$ cat src/rtl/traffic_pkg.sv
// Shared definitions for the 4-way traffic light monitor: lamp codes, approach
// indices, phase encoding (shared with the controller) and monitor FSM states.
package traffic_pkg;

    localparam logic [2:0] LAMP_RED = 3'b100;
    localparam logic [2:0] LAMP_YEL = 3'b010;
    localparam logic [2:0] LAMP_GRN = 3'b001;

    typedef enum logic [1:0] {
        APP_N = 2'd0,
        APP_E = 2'd1,
        APP_S = 2'd2,
        APP_W = 2'd3
    } approach_t;

    typedef enum logic [2:0] {
        PH_N_GRN = 3'd0,
        PH_N_YEL = 3'd1,
        PH_E_GRN = 3'd2,
        PH_E_YEL = 3'd3,
        PH_S_GRN = 3'd4,
        PH_S_YEL = 3'd5,
        PH_W_GRN = 3'd6,
        PH_W_YEL = 3'd7
    } phase_t;

    typedef enum logic {
        MON_SYNC  = 1'b0,
        MON_TRACK = 1'b1
    } mon_state_t;

    localparam int NUM_APPROACH = 4;

    // Phase number is the approach index with the yellow bit appended.
    function automatic logic [2:0] makePhase(input logic [1:0] approach, input logic isYel);
        return {approach, isYel};
    endfunction

    function automatic logic [2:0] nextPhase(input logic [2:0] p);
        return p + 3'd1;
    endfunction

    function automatic logic isYellowPhase(input logic [2:0] p);
        return p[0];
    endfunction

endpackage

$ cat src/rtl/tl_lamp_decode.sv
// Combinational classifier for one approach's {R,Y,G} lamp code.
module tl_lamp_decode
    import traffic_pkg::*;
(
    input  logic [2:0] i_lamp,
    output logic       o_are_red,
    output logic       o_is_yel,
    output logic       o_is_grn,
    output logic       o_is_bad
);

    always_comb begin
        o_are_red = (i_lamp == LAMP_RED);
        o_is_yel  = (i_lamp == LAMP_YEL);
        o_is_grn  = (i_lamp == LAMP_GRN);
        o_is_bad  = !(o_are_red || o_is_yel || o_is_grn);
    end

endmodule

$ cat src/rtl/traffic_light_monitor.sv
// Receive-side checker for the 4-way lamp interface: decodes the active phase,
// checks lamp legality, phase order and dwell times, and keeps sticky error state.
module traffic_light_monitor
    import traffic_pkg::*;
#(
    parameter int GREEN_CYCLES  = 6,
    parameter int YELLOW_CYCLES = 3,
    parameter int DWELL_W       = 4,
    parameter int ERRCNT_W      = 8,
    parameter int ROTCNT_W      = 16
) (
    input  logic                clk,
    input  logic                reset,
    input  logic [2:0]          north,
    input  logic [2:0]          east,
    input  logic [2:0]          south,
    input  logic [2:0]          west,
    input  logic                clear_err,
    output logic [2:0]          phase,
    output logic                phase_valid,
    output logic                err_onehot,
    output logic                err_conflict,
    output logic                err_sequence,
    output logic                err_timing,
    output logic [ERRCNT_W-1:0] err_count,
    output logic [ROTCNT_W-1:0] rotation_count
);

    localparam logic [DWELL_W-1:0] GREEN_LIM  = DWELL_W'(GREEN_CYCLES);
    localparam logic [DWELL_W-1:0] YELLOW_LIM = DWELL_W'(YELLOW_CYCLES);
    localparam logic [DWELL_W-1:0] DWELL_ONE  = DWELL_W'(1);

    mon_state_t          r_state;
    logic [2:0]          r_phase;
    logic                r_phaseValid;
    logic [DWELL_W-1:0]  r_dwell;
    logic                r_firstPhase;
    logic                r_errOnehot;
    logic                r_errConflict;
    logic                r_errSequence;
    logic                r_errTiming;
    logic [ERRCNT_W-1:0] r_errCount;
    logic [ROTCNT_W-1:0] r_rotCount;

    logic [2:0]              w_lamp [NUM_APPROACH];
    logic [NUM_APPROACH-1:0] w_red;
    logic [NUM_APPROACH-1:0] w_yel;
    logic [NUM_APPROACH-1:0] w_grn;
    logic [NUM_APPROACH-1:0] w_bad;

    assign w_lamp[APP_N] = north;
    assign w_lamp[APP_E] = east;
    assign w_lamp[APP_S] = south;
    assign w_lamp[APP_W] = west;

    for (genvar g = 0; g < NUM_APPROACH; g++) begin : g_decode
        tl_lamp_decode u_decode (
            .i_lamp    (w_lamp[g]),
            .o_are_red (w_red[g]),
            .o_is_yel  (w_yel[g]),
            .o_is_grn  (w_grn[g]),
            .o_is_bad  (w_bad[g])
        );
    end

    logic                    w_anyBad;
    logic [NUM_APPROACH-1:0] w_nonRed;
    logic                    w_legal;
    logic                    w_conflict;
    logic [1:0]              w_decApproach;
    logic [2:0]              w_decPhase;

    // Any approach that is not red must be the single active one with a Y or G code.
    always_comb begin
        w_anyBad      = |w_bad;
        w_nonRed      = ~w_red;
        w_legal       = !w_anyBad && $onehot(w_nonRed) && |(w_yel | w_grn);
        w_conflict    = !w_anyBad && !$onehot(w_nonRed);
        w_decApproach = 2'd0;
        for (int i = 0; i < NUM_APPROACH; i++) begin
            if (w_nonRed[i]) begin
                w_decApproach = 2'(i);
            end
        end
        w_decPhase = makePhase(w_decApproach, |w_yel);
    end

    logic [DWELL_W-1:0] w_curLimit;
    logic [DWELL_W-1:0] w_limitPlusOne;
    logic [DWELL_W-1:0] w_dwellInc;
    logic               w_evOnehot;
    logic               w_evConflict;
    logic               w_evSequence;
    logic               w_evTiming;
    logic               w_anyEvent;
    logic               w_rotInc;

    // Per-cycle event detection; sequence beats short-dwell, which beats rotation counting.
    always_comb begin
        w_curLimit     = isYellowPhase(r_phase) ? YELLOW_LIM : GREEN_LIM;
        w_limitPlusOne = w_curLimit + DWELL_ONE;
        w_dwellInc     = (r_dwell == '1) ? r_dwell : r_dwell + DWELL_ONE;
        w_evOnehot     = w_anyBad;
        w_evConflict   = w_conflict;
        w_evSequence   = 1'b0;
        w_evTiming     = 1'b0;
        w_rotInc       = 1'b0;
        if (r_state == MON_TRACK && w_legal) begin
            if (w_decPhase == r_phase) begin
                // The dwell != inc guard keeps a saturated counter from re-firing.
                if (w_dwellInc == w_limitPlusOne && w_dwellInc != r_dwell) begin
                    w_evTiming = 1'b1;
                end
            end else if (w_decPhase != nextPhase(r_phase)) begin
                w_evSequence = 1'b1;
            end else if (r_dwell < w_curLimit && !r_firstPhase) begin
                w_evTiming = 1'b1;
            end else if (r_phase == PH_W_YEL) begin
                w_rotInc = 1'b1;
            end
        end
        w_anyEvent = w_evOnehot || w_evConflict || w_evSequence || w_evTiming;
    end

    // Monitor FSM plus sticky flags and counters; clear_err is applied before new events.
    always_ff @(posedge clk) begin
        if (reset) begin
            r_state       <= MON_SYNC;
            r_phase       <= 3'd0;
            r_phaseValid  <= 1'b0;
            r_dwell       <= '0;
            r_firstPhase  <= 1'b1;
            r_errOnehot   <= 1'b0;
            r_errConflict <= 1'b0;
            r_errSequence <= 1'b0;
            r_errTiming   <= 1'b0;
            r_errCount    <= '0;
            r_rotCount    <= '0;
        end else begin
            r_errOnehot   <= (r_errOnehot   && !clear_err) || w_evOnehot;
            r_errConflict <= (r_errConflict && !clear_err) || w_evConflict;
            r_errSequence <= (r_errSequence && !clear_err) || w_evSequence;
            r_errTiming   <= (r_errTiming   && !clear_err) || w_evTiming;

            if (clear_err) begin
                r_errCount <= w_anyEvent ? ERRCNT_W'(1) : '0;
            end else if (w_anyEvent && r_errCount != '1) begin
                r_errCount <= r_errCount + ERRCNT_W'(1);
            end

            if (w_rotInc) begin
                r_rotCount <= r_rotCount + ROTCNT_W'(1);
            end

            case (r_state)
                MON_SYNC: begin
                    if (w_legal) begin
                        r_state      <= MON_TRACK;
                        r_phase      <= w_decPhase;
                        r_phaseValid <= 1'b1;
                        r_dwell      <= DWELL_ONE;
                        r_firstPhase <= 1'b1;
                    end
                end
                MON_TRACK: begin
                    if (!w_legal) begin
                        r_state      <= MON_SYNC;
                        r_phaseValid <= 1'b0;
                    end else if (w_decPhase == r_phase) begin
                        r_dwell <= w_dwellInc;
                    end else begin
                        r_phase      <= w_decPhase;
                        r_dwell      <= DWELL_ONE;
                        r_firstPhase <= 1'b0;
                    end
                end
                default: begin
                    r_state      <= MON_SYNC;
                    r_phaseValid <= 1'b0;
                end
            endcase
        end
    end

    assign phase          = r_phase;
    assign phase_valid    = r_phaseValid;
    assign err_onehot     = r_errOnehot;
    assign err_conflict   = r_errConflict;
    assign err_sequence   = r_errSequence;
    assign err_timing     = r_errTiming;
    assign err_count      = r_errCount;
    assign rotation_count = r_rotCount;

endmodule

$ cat config.mk
export PLATFORM = sky130hd
export DESIGN_NAME = traffic_light_monitor
export DESIGN_NICKNAME = d
export VERILOG_FILES = /design/src/rtl/traffic_pkg.sv /design/src/rtl/tl_lamp_decode.sv /design/src/rtl/traffic_light_monitor.sv
export SDC_FILE = /design/constraint.sdc
export NUM_CORES = 1
export LEC_CHECK = 0
export CORE_MARGIN = 4
export CORE_UTILIZATION = 50
export DETAILED_ROUTE_END_ITERATION = 10
export GPL_TIMING_DRIVEN = 1
export PLACE_DENSITY = 0.78
export SYNTH_ARGS = -nofsm -noshare
export SYNTH_HDL_FRONTEND = slang
export SYNTH_SLANG_ARGS = --single-unit
$ cat constraint.sdc
create_clock -name clk -period 9.89 [get_ports clk]
set_clock_uncertainty 0.15 [all_clocks]
set_input_delay 1.978 -clock clk [delete_from_list [all_inputs] [get_ports clk]]
set_output_delay 1.978 -clock clk [all_outputs]
set_load 0.1 [all_outputs]
==> impl_metrics.tcl, run 1 <==
set metrics [dict create \
    crit_chain "clkdlybuf4s50_1 -> nor3b_2 -> inv_2 -> fa_1 -> ha_1 -> ha_1 -> nor2_1 -> nand2_1 -> or4_4 -> inv_1 -> ha_1 -> nor4_1 -> a221o_1 -> or4b_1 -> o211a_1" \
    numPortBuffers 46 \
    cts_resized 0 \
    synth_area_leaders "dfxtp_1 33%, nor2_1 6.0%, ha_1 5.9%" \
    synth_nets 296 \
    synth.ff_latch_count 38 \
    fin_crit_sh_pct 63.28 \
    io_pins 47 \
    setup_viol 0 \
    status "finished, final reports clean" \
    cts_tree "built" \
    cp.required_ns 9.91 \
    cts-root-buf "clkbuf_8" \
    leakage_nw 1.060 \
    cts_buffer_depth 2 \
    netlist_instances 269 \
    wirelength_um 5218 \
    dp_hpwl_um 3930 \
    crit_top_cell "ha_1" \
    initial_core_util_pct 52.41 \
    gp_congestion 0.8421 \
    fin_setup_tns_ns 0 \
    final_util_pct 65.93 \
    synthArstFlopShare_pct 0 \
    maxCapViolations 0 \
    synth_edf_count 0 \
    rows 24 \
    drive_gt1_share_pct 6.349 \
    die_y_um 76.02 \
    antenna_found_initial 0 \
    cts_setup_buffers 0 \
    worst_path_max_delay_cell "or4_4" \
    finalCriticalPeriod_ns 6.259 \
    grt_pass1_vias 2015 \
    synth_top_area_share_pct 32.88 \
    syn2layout_area_growth_pct 25.80 \
    worstSkewPairLatency_ns 0.28 \
    slowest_delay_ns 0.60 \
    path_class "primary input to flip-flop" \
    holdBufCountCts 0 \
    power.density_nw_per_um2 104.3 \
    cts_inserted_buffers 5 \
    yosys.cell_count.top_type "dfxtp_1" \
    yosysTopAreaCell "dfxtp_1" \
    nFillCells 386 \
    track_usage_pct 18.10 \
    antenna_left 0 \
    p_total_mw 0.3036 \
    yosysSeqAreaShare_pct 32.88 \
    fmax_mhz 159.8 \
    syn_area_um2 2313 \
    num_antenna_cells 0 \
    clkTransAtPathRegs_ns 0.07 \
    drt_iter0_markers 91 \
    irDropWorstVdd_mv 0.05864 \
    nets 341 \
    grt_setup_unrepaired "no" \
    cp-start-kind "primary input" \
    ys.flop_type "dfxtp_1" \
    grt_max_degree 34 \
    cts_htree_levels 2 \
    tightest_slew_ns 1.089 \
    crit_path_max_fanout 16 \
    via_per_inst 5.837 \
    worstPathArrival_ns 6.28 \
    clock-sinks 38 \
    core_area_um2 4414 \
    max_slew_margin_pct 26.47 \
    first_pass_iters 4 \
    yosys-top-cells-count "38 x dfxtp_1, 37 x nor2_1, 15 x xor2_1, 14 x and3_1" \
    die_x_um 76.02 \
    syn_avg_cell_area_um2 8.600 \
    die_area_um2 5779 \
    ys_warn_count 0 \
    drv_slew 0 \
    grt_pass1_wl_um 9025 \
    crit_path_end_kind "flip-flop" \
    finalHoldViolations 0 \
    wire_per_inst_um 14.22 \
    drc_errors 0 \
    vias 2142 \
    grt-ovfl-total 0 \
    netlist-cell-type-count 60 \
    hp-class "flip-flop to flip-flop" \
]
## area by class of cell
type                    count  area (um2)  share of cell area [%]
well taps                  52       65.06                   2.236
clock inverters             2       12.51                  0.4299
inverters                   6       22.52                  0.7739
multi-input cells         215        1491                   51.25
clock buffers               6       82.58                   2.837
repair buffers             48       475.5                   16.34
flip-flops and latches     38       760.7                   26.14
## metrics by stage
| stage | instances | setup WS, ns | hold slack [ns] | area, um2 |
|---|---|---|---|---|
| 2_1_floorplan | 269 | 4.214 | 0.3434 | 2313 |
| 6_report | 367 | 3.632 | 0.3280 | 2910 |
| 3_5_place_dp | 359 | 3.344 | 0.3158 | 2815 |
| 5_1_grt | 367 | 3.376 | 0.3527 | 2910 |
| 4_1_cts | 367 | 3.644 | 0.3274 | 2910 |
| 3_3_place_gp | 359 | 3.472 | 0.3132 | 2815 |
## logic make-up after synthesis
group | after synthesis | share of synthesized area [%]
multiplexers | 2 | 0.8654
XOR/XNOR | 22 | 8.329
buffers and inverters | 16 | 2.650
AND/OR/NAND/NOR | 125 | 30.12
adder cells (fa/ha/maj) | 12 | 6.814
AO/OA/AOI/OAI | 54 | 18.34
flip-flops | 38 | 32.88
## registers in the layout (all words and copies together) (netlist names)
name,cells
err_timing,1
err_sequence,1
phase_valid,1
r_state,1
r_firstPhase,1
rotation_count,16
r_dwell,4
err_count,8
phase,3
err_onehot,1
err_conflict,1
## final timing paths
kind                                               from                   endpoint  slack (ns)  cells past startpoint
worst min-delay path            err_sequence$_SDFF_PP0_    err_sequence$_SDFF_PP0_        0.33                      2
worst max register to register    phase[0]$_SDFFE_PP0P_  err_count[6]$_SDFFE_PP0P_        6.81                      8
worst max-delay path                            west[2]  err_count[6]$_SDFFE_PP0P_        3.63                     15
worst min register to register  err_sequence$_SDFF_PP0_    err_sequence$_SDFF_PP0_        0.33                      2
## layout by cell type, fill, tap and decap left out, drive strengths merged, types with 2 or more instances in the layout
master	count
clkdlybuf4s50	46
dfxtp	38
nor2	37
xor2	15
and3	14
nand2	13
nand3	13
ha	11
o21ai	10
nor3b	9
nand4	8
a21oi	8
xnor2	7
a211oi	7
clkbuf	6
inv	6
nor3	5
nor4	5
or3	3
nor4b	3
nor2b	3
o31ai	3
and3b	3
a221oi	2
o31a	2
o22ai	2
mux2i	2
a211o	2
nand2b	2
o211ai	2
buf	2
o311ai	2
## per-layer routing
metal	track usage (%)	share of wire (%)
met5	0	0
met4	6.228	1.5
met1	23.40	48
met2	30.22	47
met3	3.073	2.8
## report_power, final
part	leakage [nW]	total, mW	internal, mW	switching (mW)
registers	0.307	0.155	0.154	0.00131
logic	0.706	0.0383	0.0149	0.0234
clock network	0.0472	0.110	0.0560	0.0541
total	1.06	0.304	0.225	0.0789
## worst max-delay path: cells and delay by family
kind                       cells  cell delay (ns)
buffers and inverters          3             0.77
and+or+nand+nor                6             1.75
AOI/OAI and AO/OA              2             0.64
adders and majority gates      4             1.13
Power figures use the tool's default switching activity.
==> run 2: changes to the inputs <==
==> constraint.sdc (replaced) <==
create_clock -name clk -period 6 [get_ports clk]
set_clock_uncertainty 0.15 [all_clocks]
set_input_delay 1.2 -clock clk [delete_from_list [all_inputs] [get_ports clk]]
set_output_delay 1.2 -clock clk [all_outputs]
set_load 0.1 [all_outputs]
==> impl_metrics.tcl, run 2 (synthesis results as in run 1) <==
set metrics [dict create \
    status "finished, final reports clean" \
    cp-start-kind "primary input" \
    drc_errors 0 \
    r2r-start "phase[0]$_SDFFE_PP0P_" \
    via_per_inst 5.796 \
    crit_path_end_kind "flip-flop" \
    die_y_um 76.02 \
    pre_cts_slack_ns 0.2751 \
    num_antenna_cells 0 \
    finalCriticalPeriod_ns 5.458 \
    clock-sinks 38 \
    nets 342 \
    cp-startpoint "east[1]" \
    drive_gt1_share_pct 6.646 \
    die_x_um 76.02 \
    grt_pass1_vias 1912 \
    drv_slew 0 \
    cts_buffer_depth 2 \
    finalHoldViolations 0 \
    fin_area_um2 2918 \
    crit_path_max_fanout 16 \
    tightest_slew_ns 1.029 \
    maxCapViolations 0 \
    numPortBuffers 46 \
    place_area_um2 2823 \
    setup_viol 0 \
    leakage_nw 1.065 \
    final_cells 368 \
    power.density_nw_per_um2 171.5 \
    wirelength_um 5180 \
    syn2layout_area_growth_pct 26.12 \
    die_area_um2 5779 \
    cts_inserted_buffers 5 \
    antenna_left 0 \
    holdBufCountCts 0 \
    place_inst 360 \
    layout_setup_ws_ns 0.5423 \
    drt_iter0_markers 114 \
    antenna_found_initial 0 \
    grt_setup_unrepaired "no" \
    wire_per_inst_um 14.08 \
    grt_max_degree 34 \
    p_total_mw 0.5004 \
    rows 24 \
    worstPathArrival_ns 5.49 \
    reg2reg_slack_ns 2.98 \
    cts-root-buf "clkbuf_8" \
    cp.required_ns 6.03 \
    final_util_pct 66.10 \
    final_common_cell "clkdlybuf4s50_1" \
    cts_htree_levels 2 \
    fmax_mhz 183.2 \
    irDropWorstVdd_mv 0.1356 \
    mostFrequentLayoutCells "46 x clkdlybuf4s50_1, 38 x dfxtp_1, 37 x nor2_1, 15 x xor2_1, 14 x and3_1" \
    cts_resized 0 \
    fin_crit_sh_pct 90.96 \
    hp-class "flip-flop to flip-flop" \
    largest_reg_flops 16 \
    io_pins 47 \
    grt_pass1_wl_um 8728 \
    first_pass_iters 4 \
    cts_setup_buffers 0 \
    path_class "primary input to flip-flop" \
    worstSkewPairLatency_ns 0.28 \
    vias 2133 \
    track_usage_pct 17.54 \
    max_slew_margin_pct 30.51 \
    clkTransAtPathRegs_ns 0.07 \
    cts_tree "built" \
    dp_hpwl_um 3911 \
    fin_hold_ws_ns 0.3352 \
    min_from "err_onehot$_SDFF_PP0_" \
    gp_congestion 0.8449 \
    initial_core_util_pct 52.41 \
    grt-ovfl-total 0 \
    fin_setup_tns_ns 0 \
    core_area_um2 4414 \
]
==> run 2: final cells by class <==
type	instances	area, um2
Multi-Input combinational cell	215	1491
Clock buffer	6	82.58
Fill cell	401	1496
Tap cell	52	65.06
Timing Repair Buffer	49	483.0
Inverter	6	22.52
Sequential cell	38	760.7
Clock inverter	2	12.51
==> run 2: layer usage <==
layer  track usage [%]  vias to the layer above  routed length, um
met4             4.804                        0                 42
met1             23.88                      994               2488
met2             28.34                       40               2444
li1                  -                     1095                  -
met3             3.191                        4                204
met5                 0                        -                  0
==> run 2: worst paths after layout <==
check                                                 end  cells after the start
worst max-delay path            err_count[6]$_SDFFE_PP0P_                     14
worst min-delay path                err_onehot$_SDFF_PP0_                      2
worst max register to register  err_count[6]$_SDFFE_PP0P_                      8
worst min register to register      err_onehot$_SDFF_PP0_                      2
==> run 2: worst max-delay path: stages <==
cell             delay, ns
clkdlybuf4s50_1       0.54
or3b_1                0.52
fa_1                  0.47
ha_1                  0.19
ha_1                  0.26
nor2_1                0.10
nand2_1               0.12
or4_4                 0.61
inv_1                 0.08
ha_1                  0.18
nor4_1                0.07
a221o_1               0.49
or4b_1                0.52
o211a_1               0.13
==> run 2: power by group <==
group | switching (mW) | leakage, nW | internal [mW] | total [mW]
logic | 0.0385 | 0.711 | 0.0244 | 0.0629
registers | 0.00210 | 0.307 | 0.254 | 0.256
clock network | 0.0894 | 0.0472 | 0.0923 | 0.182
==> run 3: changes to the inputs <==
==> constraint.sdc (replaced) <==
create_clock -name clk -period 6 [get_ports clk]
set_clock_uncertainty 0.15 [all_clocks]
set_input_delay 1.2 -clock clk [delete_from_list [all_inputs] [get_ports clk]]
set_output_delay 1.2 -clock clk [all_outputs]
set_load 0.005 [all_outputs]
==> results of run 3 <==
Same layout as run 2 (identical final DEF). Status: finished, final reports clean.
Main changes from that run: total power 0.5004 mW -> 0.4888 mW; worst IR drop on VDD 0.1356 mV -> 0.1355 mV
==> RTL edit 1, RTL diff (config.mk and constraints of run 3) <==
Register the inputs `north`, `east`, `south`, `west` and `clear_err` before use, with the module's reset. The logic sees them one clock later.
--- a/src/rtl/traffic_light_monitor.sv
+++ b/src/rtl/traffic_light_monitor.sv
@@ -31,4 +31,26 @@
     localparam logic [DWELL_W-1:0] DWELL_ONE  = DWELL_W'(1);
 
+    logic [2:0] north_q;
+    logic [2:0] east_q;
+    logic [2:0] south_q;
+    logic [2:0] west_q;
+    logic clear_err_q;
+
+    always_ff @(posedge clk) begin
+        if (reset) begin
+            north_q     <= '0;
+            east_q      <= '0;
+            south_q     <= '0;
+            west_q      <= '0;
+            clear_err_q <= '0;
+        end else begin
+            north_q     <= north;
+            east_q      <= east;
+            south_q     <= south;
+            west_q      <= west;
+            clear_err_q <= clear_err;
+        end
+    end
+
     mon_state_t          r_state;
     logic [2:0]          r_phase;
@@ -49,8 +71,8 @@
     logic [NUM_APPROACH-1:0] w_bad;
 
-    assign w_lamp[APP_N] = north;
-    assign w_lamp[APP_E] = east;
-    assign w_lamp[APP_S] = south;
-    assign w_lamp[APP_W] = west;
+    assign w_lamp[APP_N] = north_q;
+    assign w_lamp[APP_E] = east_q;
+    assign w_lamp[APP_S] = south_q;
+    assign w_lamp[APP_W] = west_q;
 
     for (genvar g = 0; g < NUM_APPROACH; g++) begin : g_decode
@@ -138,10 +160,10 @@
             r_rotCount    <= '0;
         end else begin
-            r_errOnehot   <= (r_errOnehot   && !clear_err) || w_evOnehot;
-            r_errConflict <= (r_errConflict && !clear_err) || w_evConflict;
-            r_errSequence <= (r_errSequence && !clear_err) || w_evSequence;
-            r_errTiming   <= (r_errTiming   && !clear_err) || w_evTiming;
-
-            if (clear_err) begin
+            r_errOnehot   <= (r_errOnehot   && !clear_err_q) || w_evOnehot;
+            r_errConflict <= (r_errConflict && !clear_err_q) || w_evConflict;
+            r_errSequence <= (r_errSequence && !clear_err_q) || w_evSequence;
+            r_errTiming   <= (r_errTiming   && !clear_err_q) || w_evTiming;
+
+            if (clear_err_q) begin
                 r_errCount <= w_anyEvent ? ERRCNT_W'(1) : '0;
             end else if (w_anyEvent && r_errCount != '1) begin
Function: changed (a bounded check fails within 4 cycles, from zero or initial values and one cycle with reset high).
==> RTL edit 1 against run 3 <==
- register-to-register slack got worse by 1200 ps
- final area increased by 13%
- critical path depth shrank 1
- worst setup slack improved by 1300 ps
- via count grew 3.6%
- core utilization decreased by 1.7 points
- total power rose by 36%
- area after synthesis rose by 16%
- sequential cell count rose by 13
- routed wire length is 9.9% higher
- clock power increased by 37%
- global-route usage up 0.85 points
- maximum frequency rose by 30%
- highest routed layer unchanged
==> RTL edit 1: results <==
[routing]
dr.pass1.iters = 4
routed_wl_mm = 5.69
drt-initial-drc-count = 72
routed-wl-met3_um = 221
met1_length_mm = 2.74
route.met2.wl_mm = 2.67
vias = 2210

[sta]
relSlewSlack_pct = 38.9

[worst_setup_path]
critPathMaxFanout = 7
critPathLaunch = "east_q[2]"
worstPathArrival_ps = 4200
cp_slowest_cell = "nor4_1"
critical-path-max-stage-delay_ps = 700

[global_route]
grt_pass1_vias = 2055
grt_use_total_pct = 18.4
grt_pass1_wl_mm = 9.64
grt_start_max_net_pins = 48

[layout]
largest_reg_flops = 16
nFillCells = 458
num-nets-final = 370
antenna_cells = 0
drive_gt1_share_pct = 6.69

[power]
p_leak_nw = 1.18
ir_worst_vdd_mv = 0.109

[synth]
synthTopCellsByCount = "dfxtp_1, nor2_1, nor2b_1, xnor2_1"
syn_nets = 325
yosysUniqueCellTypes = 53
yosysSeqAreaShare_pct = 38.1
ys_top_cells_by_area = "dfxtp_1, xnor2_1, ha_1"
synthArstFlopShare_pct = 0

[run_status]
status = "completed"

[placed_design]
io_buffers = 46
pre_cts_ws_ps = 1860
dpl.hpwl_mm = 4.14
gp_congestion = 0.860
placed_area_mm2 = 0.00319

[clocking]
cts_max_level = 2
root_buffer = "clkbuf_8"
clk_latency_ps = 300
path_clk_slew_ps = 90

[hold_path]
min-delay-start = "r_firstPhase"
==> RTL edit 1: cell count changes after synthesis, moves of 5 or more <==
cell,before,now
inv_1,5,10
nor3_1,5,16
nor2b_1,3,18
xor2_1,15,6
a21oi_1,8,16
xnor2_1,7,17
nor2_1,37,31
dfxtp_1,38,51
nand3_1,13,6
or3_1,3,8
==> RTL edit 1: layout make-up <==
| type | instances | area, µm² | area share (%) |
|---|---|---|---|
| multi-input cells | 228 | 1580 | 47.7 |
| clock buffers | 6 | 82.6 | 2.50 |
| clock inverters | 2 | 35.0 | 1.06 |
| inverters | 10 | 37.5 | 1.13 |
| repair buffers | 47 | 468 | 14.1 |
| well taps | 70 | 87.6 | 2.65 |
| flip-flops and latches | 51 | 1020 | 30.9 |
==> RTL edit 1: metal layers <==
| metal | vias to the layer above | global-route usage [%] |
|---|---|---|
| met5 | - | 0 |
| met4 | 0 | 4.05 |
| met3 | 6 | 4.88 |
| met2 | 36 | 29.5 |
| met1 | 1016 | 24.8 |
| li1 | 1152 | - |
==> RTL edit 1: cells by family (layout without fill, tap and decap cells) <==
family	count (synthesis)	count (layout)	synth area share, %
AOI/OAI and AO/OA	48	48	12.8
xor gates and xnor gates	24	24	8.13
adders and majority gates	12	12	5.89
buffers and inverters	19	65	2.99
DFF	51	51	38.1
muxes	3	3	1.31
and+or+nand+nor	141	141	30.8
==> RTL edit 1: power breakdown <==
part,internal (mW),switching [mW],leakage [nW],total [mW]
clock network,0.135,0.115,0.0612,0.250
registers,0.345,0.00989,0.415,0.355
logic,0.0308,0.0283,0.705,0.0592
==> RTL edit 1: worst paths after layout <==
path | end | slack (ps) | depth (start not counted)
max | r_dwell[0] | 1810 | 13
min | r_firstPhase | 320 | 1
max reg2reg | r_dwell[0] | 1810 | 13
min reg2reg | r_firstPhase | 320 | 1
==> RTL edit 1: metrics by stage <==
step / util, % / std cells
6_report: 64.4 / 414
4_1_cts: 64.4 / 414
3_3_place_gp: 62.1 / 406
2_1_floorplan: - / 298
5_1_grt: 64.4 / 414
3_5_place_dp: 62.1 / 406
==> RTL edit 2, RTL diff (flow settings as in run 3) <==
Made on the original files. Change the parameter `ROTCNT_W` from 16 to 14.
--- a/src/rtl/traffic_light_monitor.sv
+++ b/src/rtl/traffic_light_monitor.sv
@@ -8,5 +8,5 @@
     parameter int DWELL_W       = 4,
     parameter int ERRCNT_W      = 8,
-    parameter int ROTCNT_W      = 16
+    parameter int ROTCNT_W      = 14
 ) (
     input  logic                clk,
Ports: changed (resized rotation_count); port bits go from 47 to 45. The function was not compared with the original's and may differ.
==> RTL edit 2 against run 3 <==
- critical endpoint is now err_count[2]
- routed wire length down 0.58%
- final area shrank 1.5%
- area after synthesis decreased by 0.97%
- die area fell by 0.87%
- sequential cell count is 2 lower
- critical path type unchanged
- total power grew 4.0%
- worst setup slack improved by 81 ps
- clock power rose by 18%
==> RTL edit 2: results <==
[placed_design]
pre_cts_ws_ps = 350
io_buffers = 44
numPlacedInstances = 354
gp_congestion = 0.887
placed_area_mm2 = 0.00276

[run_status]
status = "completed"

[synth]
synth_xor_xnor_area_share_pct = 7.21
yosys.area_share.adder_pct = 6.88
ys_top_cells_by_area = "dfxtp_1, ha_1, xnor2_1"
yosysSeqAreaShare_pct = 31.5
yosysUniqueCellTypes = 64

[layout]
nFillCells = 384
largest_reg_flops = 14
num-nets-final = 336

[routing]
routed_wl_mm = 5.15
drt-initial-drc-count = 107
wire_per_inst_um = 14.2
via_per_inst = 5.93

[power]
comb_cell_power_mw = 0.0526
switchingPower_mw = 0.119
p_leak_nw = 1.02

[worst_setup_path]
cp-endpoint = "err_count[2]"
critPathMaxFanout = 9
worstPathArrival_ps = 5460

[sta]
period_needed_ps = 5380
worst_pin_slew_ps = 597

[global_route]
grt_start_max_net_pins = 31
grt_use_total_pct = 19.4
## RTL edit 2: cell types whose count changed after synthesis, moves of 4 or more
cell / before / now
a21oi_1: 8 / 17
and3_1: 14 / 6
clkbuf_1: 9 / 4
inv_1: 5 / 12
nor2_1: 37 / 25
nor3_1: 5 / 9
o21ai_0: 5 / 11
xnor2_1: 7 / 11
xor2_1: 15 / 6
## RTL edit 2: kinds of logic after synthesis
| family | count (synthesis) |
|---|---|
| and+or+nand+nor | 109 |
| AOI/OAI and AO/OA | 65 |
| DFF | 36 |
| xor gates and xnor gates | 18 |
| muxes | 2 |
| buffers and inverters | 21 |
| adders and majority gates | 12 |
## RTL edit 2: final cells by class
type / instances / area share [%]
well taps: 52 / 2.26
clock buffers: 5 / 2.39
clock inverters: 3 / 1.48
repair buffers: 47 / 16.1
flip-flops and latches: 36 / 25.1
inverters: 13 / 1.70
multi-input cells: 206 / 51.0
## RTL edit 2: critical path, cell delays in order
cell and delay (ps):
clkdlybuf4s50_1 550, nor3b_2 300, clkinv_1 240, fa_1 510, ha_1 190, ha_1 260, nor3b_1 250, nand4_1 200
nor2_1 230, ha_1 320, inv_1 60, a211oi_1 290, a311oi_2 170, or4_1 530, a21oi_1 150
## RTL edit 2: worst min path at each step
stage / startpoint / end / slack (ps) / depth (start not counted)
final: err_conflict / err_conflict / 330 / 2
after global routing: phase_valid / phase_valid / 370 / 2
after CTS: err_conflict / err_conflict / 330 / 2
after detailed placement: err_onehot / err_onehot / 320 / 2
after global placement: err_conflict / err_conflict / 310 / 2
after floorplan: err_conflict / err_conflict / 320 / 2
## RTL edit 2: per-layer routing
metal  track usage [%]  vias up  share of wire [%]
met5                 0        -                  0
met4              7.38        0                1.4
met3              5.01        9                4.7
met2              32.9       50                 49
met1              23.5     1018                 45
li1                  -     1068                  -
